<file path="src/rtl/piso_serializer.sv">
// Parallel-in / serial-out framer: one word in, WIDTH bits out, one per clock.
// Optional even-parity trailer bit is compiled in with PISO_PARITY_EN.
module piso_serializer #(
    parameter int WIDTH     = 4,
    parameter int LSB_FIRST = 1
) (
    input  logic             clk,
    input  logic             reset,
    input  logic [WIDTH-1:0] data_in,
    input  logic             load_valid,
    output logic             load_ready,
    output logic             serial_out,
    output logic             serial_valid,
    output logic             busy,
    output logic             done
);

    // state  | meaning
    // IDLE   | waiting for a word; load_ready high
    // SHIFT  | presenting data bits, cnt = index of the bit on serial_out
    // PARITY | presenting the even-parity bit (PISO_PARITY_EN builds only)

    localparam int CW = $clog2(WIDTH);
    localparam logic [CW-1:0] LAST = CW'(WIDTH - 1);

`ifdef PISO_PARITY_EN
    typedef enum logic [1:0] {IDLE, SHIFT, PARITY} state_t;
`else
    typedef enum logic {IDLE, SHIFT} state_t;
`endif

    state_t           state;
    logic [CW-1:0]    cnt;
    logic [WIDTH-1:0] shreg;
    logic [WIDTH-1:0] shreg_next;
    logic             next_bit;
    logic             first_bit;
`ifdef PISO_PARITY_EN
    logic             parity;
`endif

    // shreg always holds the word aligned so its outgoing end is the bit on serial_out
    always_comb begin
        shreg_next = shreg;
        next_bit   = 1'b0;
        first_bit  = 1'b0;
        if (LSB_FIRST != 0) begin
            shreg_next = shreg >> 1;
            next_bit   = shreg[1];
            first_bit  = data_in[0];
        end else begin
            shreg_next = shreg << 1;
            next_bit   = shreg[WIDTH-2];
            first_bit  = data_in[WIDTH-1];
        end
    end

    always_ff @(posedge clk) begin
        if (reset) begin
            state        <= IDLE;
            cnt          <= '0;
            shreg        <= '0;
            serial_out   <= 1'b0;
            serial_valid <= 1'b0;
            done         <= 1'b0;
`ifdef PISO_PARITY_EN
            parity       <= 1'b0;
`endif
        end else begin
            done <= 1'b0;
            case (state)
                IDLE: begin
                    serial_out   <= 1'b0;
                    serial_valid <= 1'b0;
                    if (load_valid) begin
                        shreg        <= data_in;
                        cnt          <= '0;
                        serial_out   <= first_bit;
                        serial_valid <= 1'b1;
                        state        <= SHIFT;
`ifdef PISO_PARITY_EN
                        parity       <= ^data_in;
`endif
                    end
                end
                SHIFT: begin
                    if (cnt == LAST) begin
`ifdef PISO_PARITY_EN
                        state        <= PARITY;
                        serial_out   <= parity;
                        serial_valid <= 1'b1;
`else
                        state        <= IDLE;
                        done         <= 1'b1;
                        serial_out   <= 1'b0;
                        serial_valid <= 1'b0;
`endif
                    end else begin
                        cnt          <= cnt + CW'(1);
                        shreg        <= shreg_next;
                        serial_out   <= next_bit;
                        serial_valid <= 1'b1;
                    end
                end
`ifdef PISO_PARITY_EN
                PARITY: begin
                    state        <= IDLE;
                    done         <= 1'b1;
                    serial_out   <= 1'b0;
                    serial_valid <= 1'b0;
                end
`endif
                default: begin
                    state        <= IDLE;
                    serial_out   <= 1'b0;
                    serial_valid <= 1'b0;
                end
            endcase
        end
    end

    assign load_ready = (state == IDLE);
    assign busy       = ~load_ready;

endmodule

</file>
<file path="config.mk">
export PLATFORM = sky130hd
export DESIGN_NAME = piso_serializer
export DESIGN_NICKNAME = d
export VERILOG_FILES = /design/src/rtl/piso_serializer.sv
export SDC_FILE = /design/constraint.sdc
export NUM_CORES = 1
export LEC_CHECK = 0
export ABC_AREA = 0
export CAP_MARGIN = 20
export CORE_AREA = 2 2 39 41
export DETAILED_ROUTE_END_ITERATION = 10
export DIE_AREA = 0 0 41 43
export HOLD_SLACK_MARGIN = 0.08
export PLACE_DENSITY = 0.52
export SYNTH_ARGS = -nofsm -noshare
export SYNTH_HDL_FRONTEND = slang
export SYNTH_SLANG_ARGS = --single-unit
</file>
<file path="constraint.sdc">
create_clock -name clk -period 2.1 [get_ports clk]
set_input_delay 0.63 -clock clk [delete_from_list [all_inputs] [get_ports clk]]
set_output_delay 0.63 -clock clk [all_outputs]
set_load 0.005 [all_outputs]
</file>
==> run metrics <==
average cell area after synthesis 10.2 sq um; final period demand of the worst path 1.79 ns; EDFF count, synth 0; Root Buffer clkbuf_4; Startpoint Class register; post-route cell area 547 sq um; clock share of power between 30% and 40%; Buf/Inv on CP 2; Worst-path clk slew 0.05 ns; crit path cell chain inv_1, clkdlybuf4s50_1; I/O pin total 12; Max clock buf depth 2; part of the power in combinational logic about a fifth; Clock Sinks 8; wire per inst 11.4 microns; antenna-violating nets left 0; PwrDens 668 nW/um^2; Synth Flop Type dfxtp_1; synth warn 0; worst flop-to-flop path endpoint shreg[2]; initial drt markers 4; Post-synth ARST share 0%; register share of total power 46.6%; placed inst area 524 sq um; Crit. Startpoint busy; Die Y 43 microns; Post-synth top cells dfxtp_1 (8), a21oi_1 (5), nand2_1 (3), nand3_1 (3); layout cells sized above 1 a little over a quarter; Synth Instances 40; CTS tree done; placed cell count 65; mapped cell area between 400 and 500 sq um; Die ar. 1760 sq um; routed via count roughly 310; initial core utilization approximately 30%; vias per inst 4.60; total CTS buffers 3; grt ovf 0; met2 wire length 351 microns; Setup crit end load_ready; # Post-CTS Setup Buffers 0; R2R Path Start cnt[0]; Largest delay share family, worst path buffers and inverters; worst vdd ir 0.222 mV; Max-cap violations 0; crit share post-route 85.2%; crit path max fanout 4; number of diodes 0; vias in the first global route 261; worst path required time between 1 and 1.5 ns; CP arrival 1.16 ns; sequential area share after synthesis about two fifths; syn nets 49; static leakage ~0.21 nW; hold violation total from the final report 0; top cell type's share of synthesized area 39.1%; Least-Margin Pin Slew 0.317 ns; Area Growth Syn to Fin 33.6%; fin cells 68; highest metal used met4; M1 WL 340 microns; status finished, final reports clean; Synth Register Bits 8; core box area 1380 sq um; Total Routed Length 772 microns; # rows 14; post-synth top area cell dfxtp_1; setup slack, reg-to-reg 0.94 ns; Setup violations, final 0; maximum clock frequency between 500 and 600 MHz; Layout fillers ~160; Reg area roughly 160 sq um; DR WL met3 47 microns; multi-input logic area 223 sq um; Die Width 41 microns; Largest stage delay, worst path just under 0.5 ns; clk_skew 0.00305 ns; Setup TNS 0 ns; Pint 0.273 mW; Area contributors post-synth dfxtp_1 (39%), a221oi_2 (7.3%), nand2b_4 (6.7%), a21oi_1 (6.1%), ha_1 (6.1%); GP Congestion 0.728; CP endpoint kind output port; initial antenna violation count 0; Post-CTS Resized 0; max-slew violations 0; Net Switching between 0.09 and 0.1 mW; total track usage ~12%; first-pass GRT wire length 1240 microns; # DRC 0; htree depth 1; IO buf count 11; crit path kind register to output port; most common cell in the netlist dfxtp_1; worst hold path type register to register; total chip power 0.365 mW; Net Sw Frac 25.3%; Distinct cells, synth 19; CTS Hold Buffers Added 0; Nets 63; Clock Latency Late Sink 0.25 ns; Worst Reg-to-Reg Cells 4; Relative slew margins 78.8%; unrepaired setup endpoints after global routing false; largest net degree at the start of global routing 10; HPWL after detailed placement 554 microns; Slowest-stage cell, CP clkdlybuf4s50_1; Pre-antenna DRT Iters 3; critical path depth 2
## cell families (layout without fill, tap and decap cells)
| kind of cell | after synthesis | count (layout) | synth area share, % |
|---|---|---|---|
| DFF | 8 | 8 | 39.1 |
| and+or+nand+nor | 19 | 19 | 34.9 |
| buffers and inverters | 4 | 16 | 6.42 |
| AOI/OAI and AO/OA | 7 | 7 | 13.5 |
| adders and majority gates | 2 | 2 | 6.12 |
## worst min-delay path by stage
stage | from | to | slack (ns) | cells past startpoint
CTS | shreg[3] | shreg[3] | 0.49 | 2
global route | shreg[3] | shreg[3] | 0.52 | 2
detailed placement | shreg[3] | shreg[3] | 0.48 | 2
global placement | shreg[3] | shreg[3] | 0.48 | 2
floorplan | shreg[3] | shreg[3] | 0.45 | 2
finish | shreg[3] | shreg[3] | 0.49 | 2
## power by group through the flow
stage | Sequential (mW) | Clock, mW | Combinational (mW)
2_1_floorplan | 0.172 | 0 | 0.0518
3_3_place_gp | 0.174 | 0 | 0.0782
3_5_place_dp | 0.173 | 0 | 0.0782
4_1_cts | 0.170 | 0.123 | 0.0785
5_1_grt | 0.171 | 0.138 | 0.0849
6_report | 0.170 | 0.117 | 0.0778
## worst reg2reg max path, cell delays in order, from the launching register on
cell     delay (ns)
dfxtp_1        0.37
ha_1           0.17
and2b_2        0.25
nor3_1         0.17
nor3_1         0.07
## flip-flops by register name, indices dropped and copies added (netlist names)
signal,count
busy,1
cnt,2
done,1
serial_out,1
shreg,3
## placed cells by master (no fill, tap or decap), drive strengths merged
cell	instances
clkdlybuf4s50	11
dfxtp	8
a21oi	5
nor3	4
nand3	3
nand2	3
clkbuf	3
nand2b	3
and2b	3
a221oi	2
ha	2
nor2b	1
inv	1
nor3b	1
nand3b	1
buf	1
## through the flow
| step | hold slack (ns) | utilization [%] | setup slack [ns] |
|---|---|---|---|
| after detailed placement | 0.482 | 37.9 | 0.361 |
| final | 0.491 | 39.5 | 0.311 |
| after global routing | 0.521 | 39.5 | 0.228 |
| after CTS | 0.489 | 39.5 | 0.290 |
| after floorplan | 0.455 | - | 0.906 |
| after global placement | 0.476 | 37.9 | 0.365 |
## final cells by class
cell class / count / area share, %
multi-input cells: 28 / 40.7
flip-flops and latches: 8 / 29.3
repair buffers: 12 / 21.5
clock buffers: 3 / 4.12
well taps: 16 / 3.66
inverters: 1 / 0.686
## metal layers
metal	vias up	global-route usage (%)
li1	162	-
met1	134	13.3
met2	13	13.8
met3	4	4.71
met4	0	14.0
met5	-	0
(Power assumes the default switching activity.)
==> variant 1: new RTL, same flow settings <==
Set the parameter `WIDTH` to 2 (it was 4).
--- a/src/rtl/piso_serializer.sv
+++ b/src/rtl/piso_serializer.sv
@@ -1,7 +1,7 @@
 // Parallel-in / serial-out framer: one word in, WIDTH bits out, one per clock.
 // Optional even-parity trailer bit is compiled in with PISO_PARITY_EN.
 module piso_serializer #(
-    parameter int WIDTH     = 4,
+    parameter int WIDTH     = 2,
     parameter int LSB_FIRST = 1
 ) (
     input  logic             clk,
Ports: changed (resized data_in); port bits go from 12 to 10. The function was not compared with the original's and may differ.
==> variant 1 against the original RTL <==
Clock skew is 0.0023 ns lower; wire length shrank 43%; non-clock buffer count is 3 lower; cell area down 40%; worst hold slack better by 0.0076 ns; area after synthesis decreased by 51%; sequential cell count down 3; power decreased by 31%; setup slack got worse by 0.12 ns; critical path type unchanged; largest cell class is now registers.
==> variant 1: results (changes against the original RTL) <==
- Status: complete, no violations
- Critical Path Fanout Max: 9 (+5)
- Slowest cell delay on critical path: 0.56 ns (+0.07 ns)
- TritonCTS buffer count: 3 (unchanged)
- Iteration count of the initial detailed-routing pass: 4 (+1)
- Number of synthesis warnings: 0 (unchanged)
- Switching component of the power: 0.05639 mW (-39%)
- Proportion of layout cells with a drive suffix above 1: 12.50% (-14 points)
- Clock Pin Slew Worst Setup and Hold Paths: 0.04 ns
- Vias in the first global route: 151 (-42%)
- Number of distinct standard cells referenced by the synthesized netlist: 10 (-9)
- Cell class contributing the biggest share of worst-path delay: buffers and inverters
- Count of antenna diodes in the layout: 0 (unchanged)
- Half-perimeter wire length after detailed placement: 301.1 um (-46%)
- Reg-to-reg endpoint: shreg[1]$_SDFFE_PP0P_
- Worst Setup SP: busy$_SDFF_PP0_
- Register area share after synthesis: 50.00% (+11 points)
- Number of gates resized after CTS: 0 (unchanged)
- Synth Net Count: 25 (-49%)
- Worst setup path endpoint: serial_valid
- Setup slack of the worst register-to-register path: 1.26 ns (+0.32 ns)
- Clk_skew: 0.0007206 ns (-0.002333 ns)
- Worst-Margin Slew: 0.2937 ns (-0.02292 ns)
- Final Non-Filler Cells: 48 (-29%)
- Wire length of the first global-routing pass: 593 um (-52%)
- H-tree levels: 1 (unchanged)
- Number of vias per cell after detailed routing: 3.792 (-18%)
- Leakage: 0.1175 nW (-44%)
- Worst-case hold slack: 0.4986 ns (+0.007581 ns)
- Post CTS Setup Buffer Count: 0 (unchanged)
- Gpl congestion: 0.6356 (-13%)
- Worst hold-check path type: flop to flop
- Number of antenna violations at the first check in global routing: 0 (unchanged)
- Cell types occupying the most area after synthesis: dfxtp_1 50%, nand2b_1 13%, o32ai_2 8.1%, a21oi_1 7.5%, nand3b_1 7.5%
- Max Root-Sink Buffers: 2 (unchanged)
- Number of nets in the layout: 38 (-40%)
- Critical path arrival: 1.28 ns (+0.12 ns)
- Maximum number of pins on one net before global-route repair: 10 (unchanged)
- Async set-or-reset flop fraction in the synthesized netlist: 0% (unchanged)
- Number of cells traversed by the worst register-to-register path: 2 (-2)
- Clock insertion delay at the later pin of the skew report: 0.24 ns
- CTS Root Cell: clkbuf_4
- Global-route usage over all layers: 5.936% (-5.6 points)
- Number of DRC markers after the initial detailed-route iteration: 1 (-3)
- Worst vdd rail ir drop: 0.0002090 V (-5.8%)
- Total Routed Length: 442 um (-43%)
- Number of placed instances with taps included: 44 (-32%)
- Synth Instances: 20 (-50%)
- Top post-synthesis cells by count: 5 x dfxtp_1, 4 x nand2b_1, 3 x a21oi_1
- Cell with the largest stage delay on the worst path: clkdlybuf4s50_1
- Share of the synthesized area in the top cell type: 50.00% (+11 points)
- PortBufs: 9 (-2)
## variant 1: layout make-up
cell class,instances,area (um2)
repair buffers,9,90.09
flip-flops and latches,5,100.1
inverters,1,3.754
well taps,16,20.02
multi-input cells,13,88.84
clock buffers,4,26.28
fillers,161,1055
## variant 1: cell families after synthesis
| logic type | synth area share [%] |
|---|---|
| AOI/OAI and AO/OA | 15.63 |
| and+or+nand+nor | 23.74 |
| DFF | 50.00 |
| buffers and inverters | 5.625 |
| muxes | 5.000 |
## variant 1: routing by layer
layer | part of all wire [%] | global-route usage, % | vias up
met5 | 0 | 0 | -
met4 | 0 | 12.00 | 0
met3 | 8.4 | 1.571 | 0
met2 | 50 | 5.313 | 9
met1 | 42 | 6.796 | 83
li1 | - | - | 90
## variant 1: how the worst min path moves through the flow
stage,start,end,cells after the start
2_1_floorplan,cnt$_SDFFE_PP0P_,cnt$_SDFFE_PP0P_,2
3_3_place_gp,cnt$_SDFFE_PP0P_,cnt$_SDFFE_PP0P_,2
3_5_place_dp,cnt$_SDFFE_PP0P_,cnt$_SDFFE_PP0P_,2
4_1_cts,cnt$_SDFFE_PP0P_,cnt$_SDFFE_PP0P_,2
5_1_grt,shreg[1]$_SDFFE_PP0P_,serial_out$_SDFF_PP0_,2
6_report,cnt$_SDFFE_PP0P_,cnt$_SDFFE_PP0P_,2
## variant 1: tightest hold or removal path, cell delays in order (launching register included)
cell and delay (ns):
dfxtp_1 0.32, nand2b_1 0.07, a21oi_1 0.06
## variant 1: metrics by stage
step	worst slack [ns]	area (um2)	power (mW)
5_1_grt	0.1144	329.1	0.2699
3_3_place_gp	0.4466	302.8	0.1435
6_report	0.1878	329.1	0.2532
4_1_cts	0.1680	329.1	0.2623
3_5_place_dp	0.4327	302.8	0.1444
2_1_floorplan	0.8879	200.2	0.1219
## variant 1: power by group through the flow
stage	Combinational, mW	Sequential (mW)	Clock [mW]
2_1_floorplan	0.0141	0.108	0
3_3_place_gp	0.0348	0.109	0
3_5_place_dp	0.0352	0.109	0
4_1_cts	0.0353	0.107	0.120
5_1_grt	0.0374	0.108	0.124
6_report	0.0346	0.107	0.111
==> variant 2: new RTL, same flow settings <==
Made on the original files. Make the reset (`reset`) asynchronous in one clocked block.
--- a/src/rtl/piso_serializer.sv
+++ b/src/rtl/piso_serializer.sv
@@ -55,7 +55,7 @@
         end
     end
 
-    always_ff @(posedge clk) begin
+    always_ff @(posedge clk or posedge reset) begin
         if (reset) begin
             state        <= IDLE;
             cnt          <= '0;
Check against the original RTL: differs if reset is asserted again (counterexample within 4 cycles, from zero or initial values and one cycle with reset high); with reset held inactive, the same outputs for 10 cycles.
==> variant 2 against the original RTL <==
Highest routed layer is now met3; sequential cell count is the same; sequential share of layout area grew 11 points; area after synthesis shrank 13%; wire length shrank 21%; register-to-register slack lost 0.21 ns; setup slack lost 0.19 ns; global-route usage shrank 1.6 points; cell area shrank 8.7%; synthesized cell count shrank 18%.
Power is not compared: it rests on default switching activity, and its combinational part moved more than twofold at a synthesized area within 25%.
==> variant 2: results (changes against the original RTL) <==
- Dominant register cell in the synthesized netlist: dfrtp_1
- Clock Pin Slew Worst Setup and Hold Paths: 0.05 ns (about the same)
- Status: complete, no violations
- Synth Area per Inst: 10.73 um2 (+4.9%)
- Cell area reported after detailed placement: 476.7 um2 (-9.1%)
- Critical path arrival: 1.35 ns (+0.19 ns)
- Final Non-Filler Cells: 62 (-8.8%)
- Routed length on met1: 281 um (-17%)
- Slowest cell delay on critical path: 0.52 ns (+0.03 ns)
- Total met3 wirelength after detailed routing: 67 um (+43%)
- Vias: 261 (-17%)
- Wire length on met2: 265 um (-25%)
- Register area share after synthesis: 56.54% (+17 points)
- Number of placed instances with taps included: 59 (-9.2%)
- Reg-to-reg endpoint: shreg[3]$_DFFE_PP0P_
- Async set-or-reset flop fraction in the synthesized netlist: 100.0% (+100 points)
- Uppermost layer routed: met3
- Number of synthesis warnings: 0 (unchanged)
- Number of nets in the layout: 56 (-11%)
- Drt wl/cell: 9.887 um (-13%)
- Proportion of layout cells with a drive suffix above 1: 13.04% (-14 points)
- Setup slack of the worst register-to-register path: 0.73 ns (-0.21 ns)
- Synth Net Count: 41 (-16%)
- Wire length of the first global-routing pass: 1104 um (-11%)
- Post-placement setup slack: 0.3242 ns (-0.03713 ns)
- Maximum number of pins on one net before global-route repair: 9 (-1)
- Cell types occupying the most area after synthesis: dfrtp_1 57%, inv_1 6.4%, nand2b_4 3.9%, ha_1 3.5%, o22ai_1 3.5%
- Global-route usage over all layers: 10.00% (-1.6 points)
- Top post-synthesis cells by count: 8 x dfrtp_1, 6 x inv_1, 2 x a21oi_1, 2 x o22ai_1
- RR Startpoint: cnt[0]$_DFFE_PP0P_
- Half-perimeter wire length after detailed placement: 461.2 um (-17%)
- Worst Setup SP: busy$_DFF_PP0_
- Critical Path Fanout Max: 7 (+3)
- Number of DRC markers after the initial detailed-route iteration: 2 (-2)
- Slew margin rel.: 79.62% (+0.79 points)
- Period Utilization, post-route: 94.28% (+9.1 points)
- TritonCTS buffer count: 3 (unchanged)
- Clk_skew: 0.005160 ns (+0.002107 ns)
- CTS Root Cell: clkbuf_4
- Gpl congestion: 0.7298 (+0.22%)
[variant 2: logic make-up (layout without fill, tap and decap cells)]
group	count (synthesis)	count (layout)	share of synthesized area, %
AO/OA/AOI/OAI	8	8	14.49
XOR/XNOR	1	1	2.474
AND/OR/NAND/NOR	7	7	13.43
buffers and inverters	8	21	9.540
flip-flops	8	8	56.54
adder cells (fa/ha/maj)	1	1	3.533
[variant 2: worst min-delay path by stage]
stage	from	end	slack, ns	cells after the start
after global routing	shreg[3]$_DFFE_PP0P_	shreg[3]$_DFFE_PP0P_	0.54	1
after detailed placement	shreg[3]$_DFFE_PP0P_	shreg[3]$_DFFE_PP0P_	0.49	1
after global placement	shreg[3]$_DFFE_PP0P_	shreg[3]$_DFFE_PP0P_	0.49	1
final	shreg[3]$_DFFE_PP0P_	shreg[3]$_DFFE_PP0P_	0.50	1
after CTS	shreg[3]$_DFFE_PP0P_	shreg[3]$_DFFE_PP0P_	0.50	1
after floorplan	reset	busy$_DFF_PP0_	0.45	1
[variant 2: routing by layer]
layer,global-route usage [%],up-vias
li1,-,135
met1,12.79,115
met2,12.19,11
met3,7.853,0
met4,4.000,0
met5,0,-
[variant 2: worst max-delay path: cells and delay by family (launching register included)]
kind     cells  cell delay [ns]
buf+inv      2             0.67
flops        1             0.43
[variant 2: power breakdown]
group,leakage [nW],switching [mW],internal [mW]
combinational,0.128,0.131,0.180
sequential,0.0990,0.0416,0.226
clock,0.0138,0.0501,0.0652
[variant 2: cell type report]
cell class | instances | area, um2
Fill cell | 156 | 884.6
Timing Repair Buffer | 11 | 110.1
Multi-Input combinational cell | 17 | 120.1
Clock buffer | 3 | 22.52
Tap cell | 16 | 20.02
Sequential cell | 8 | 200.2
Inverter | 7 | 26.28
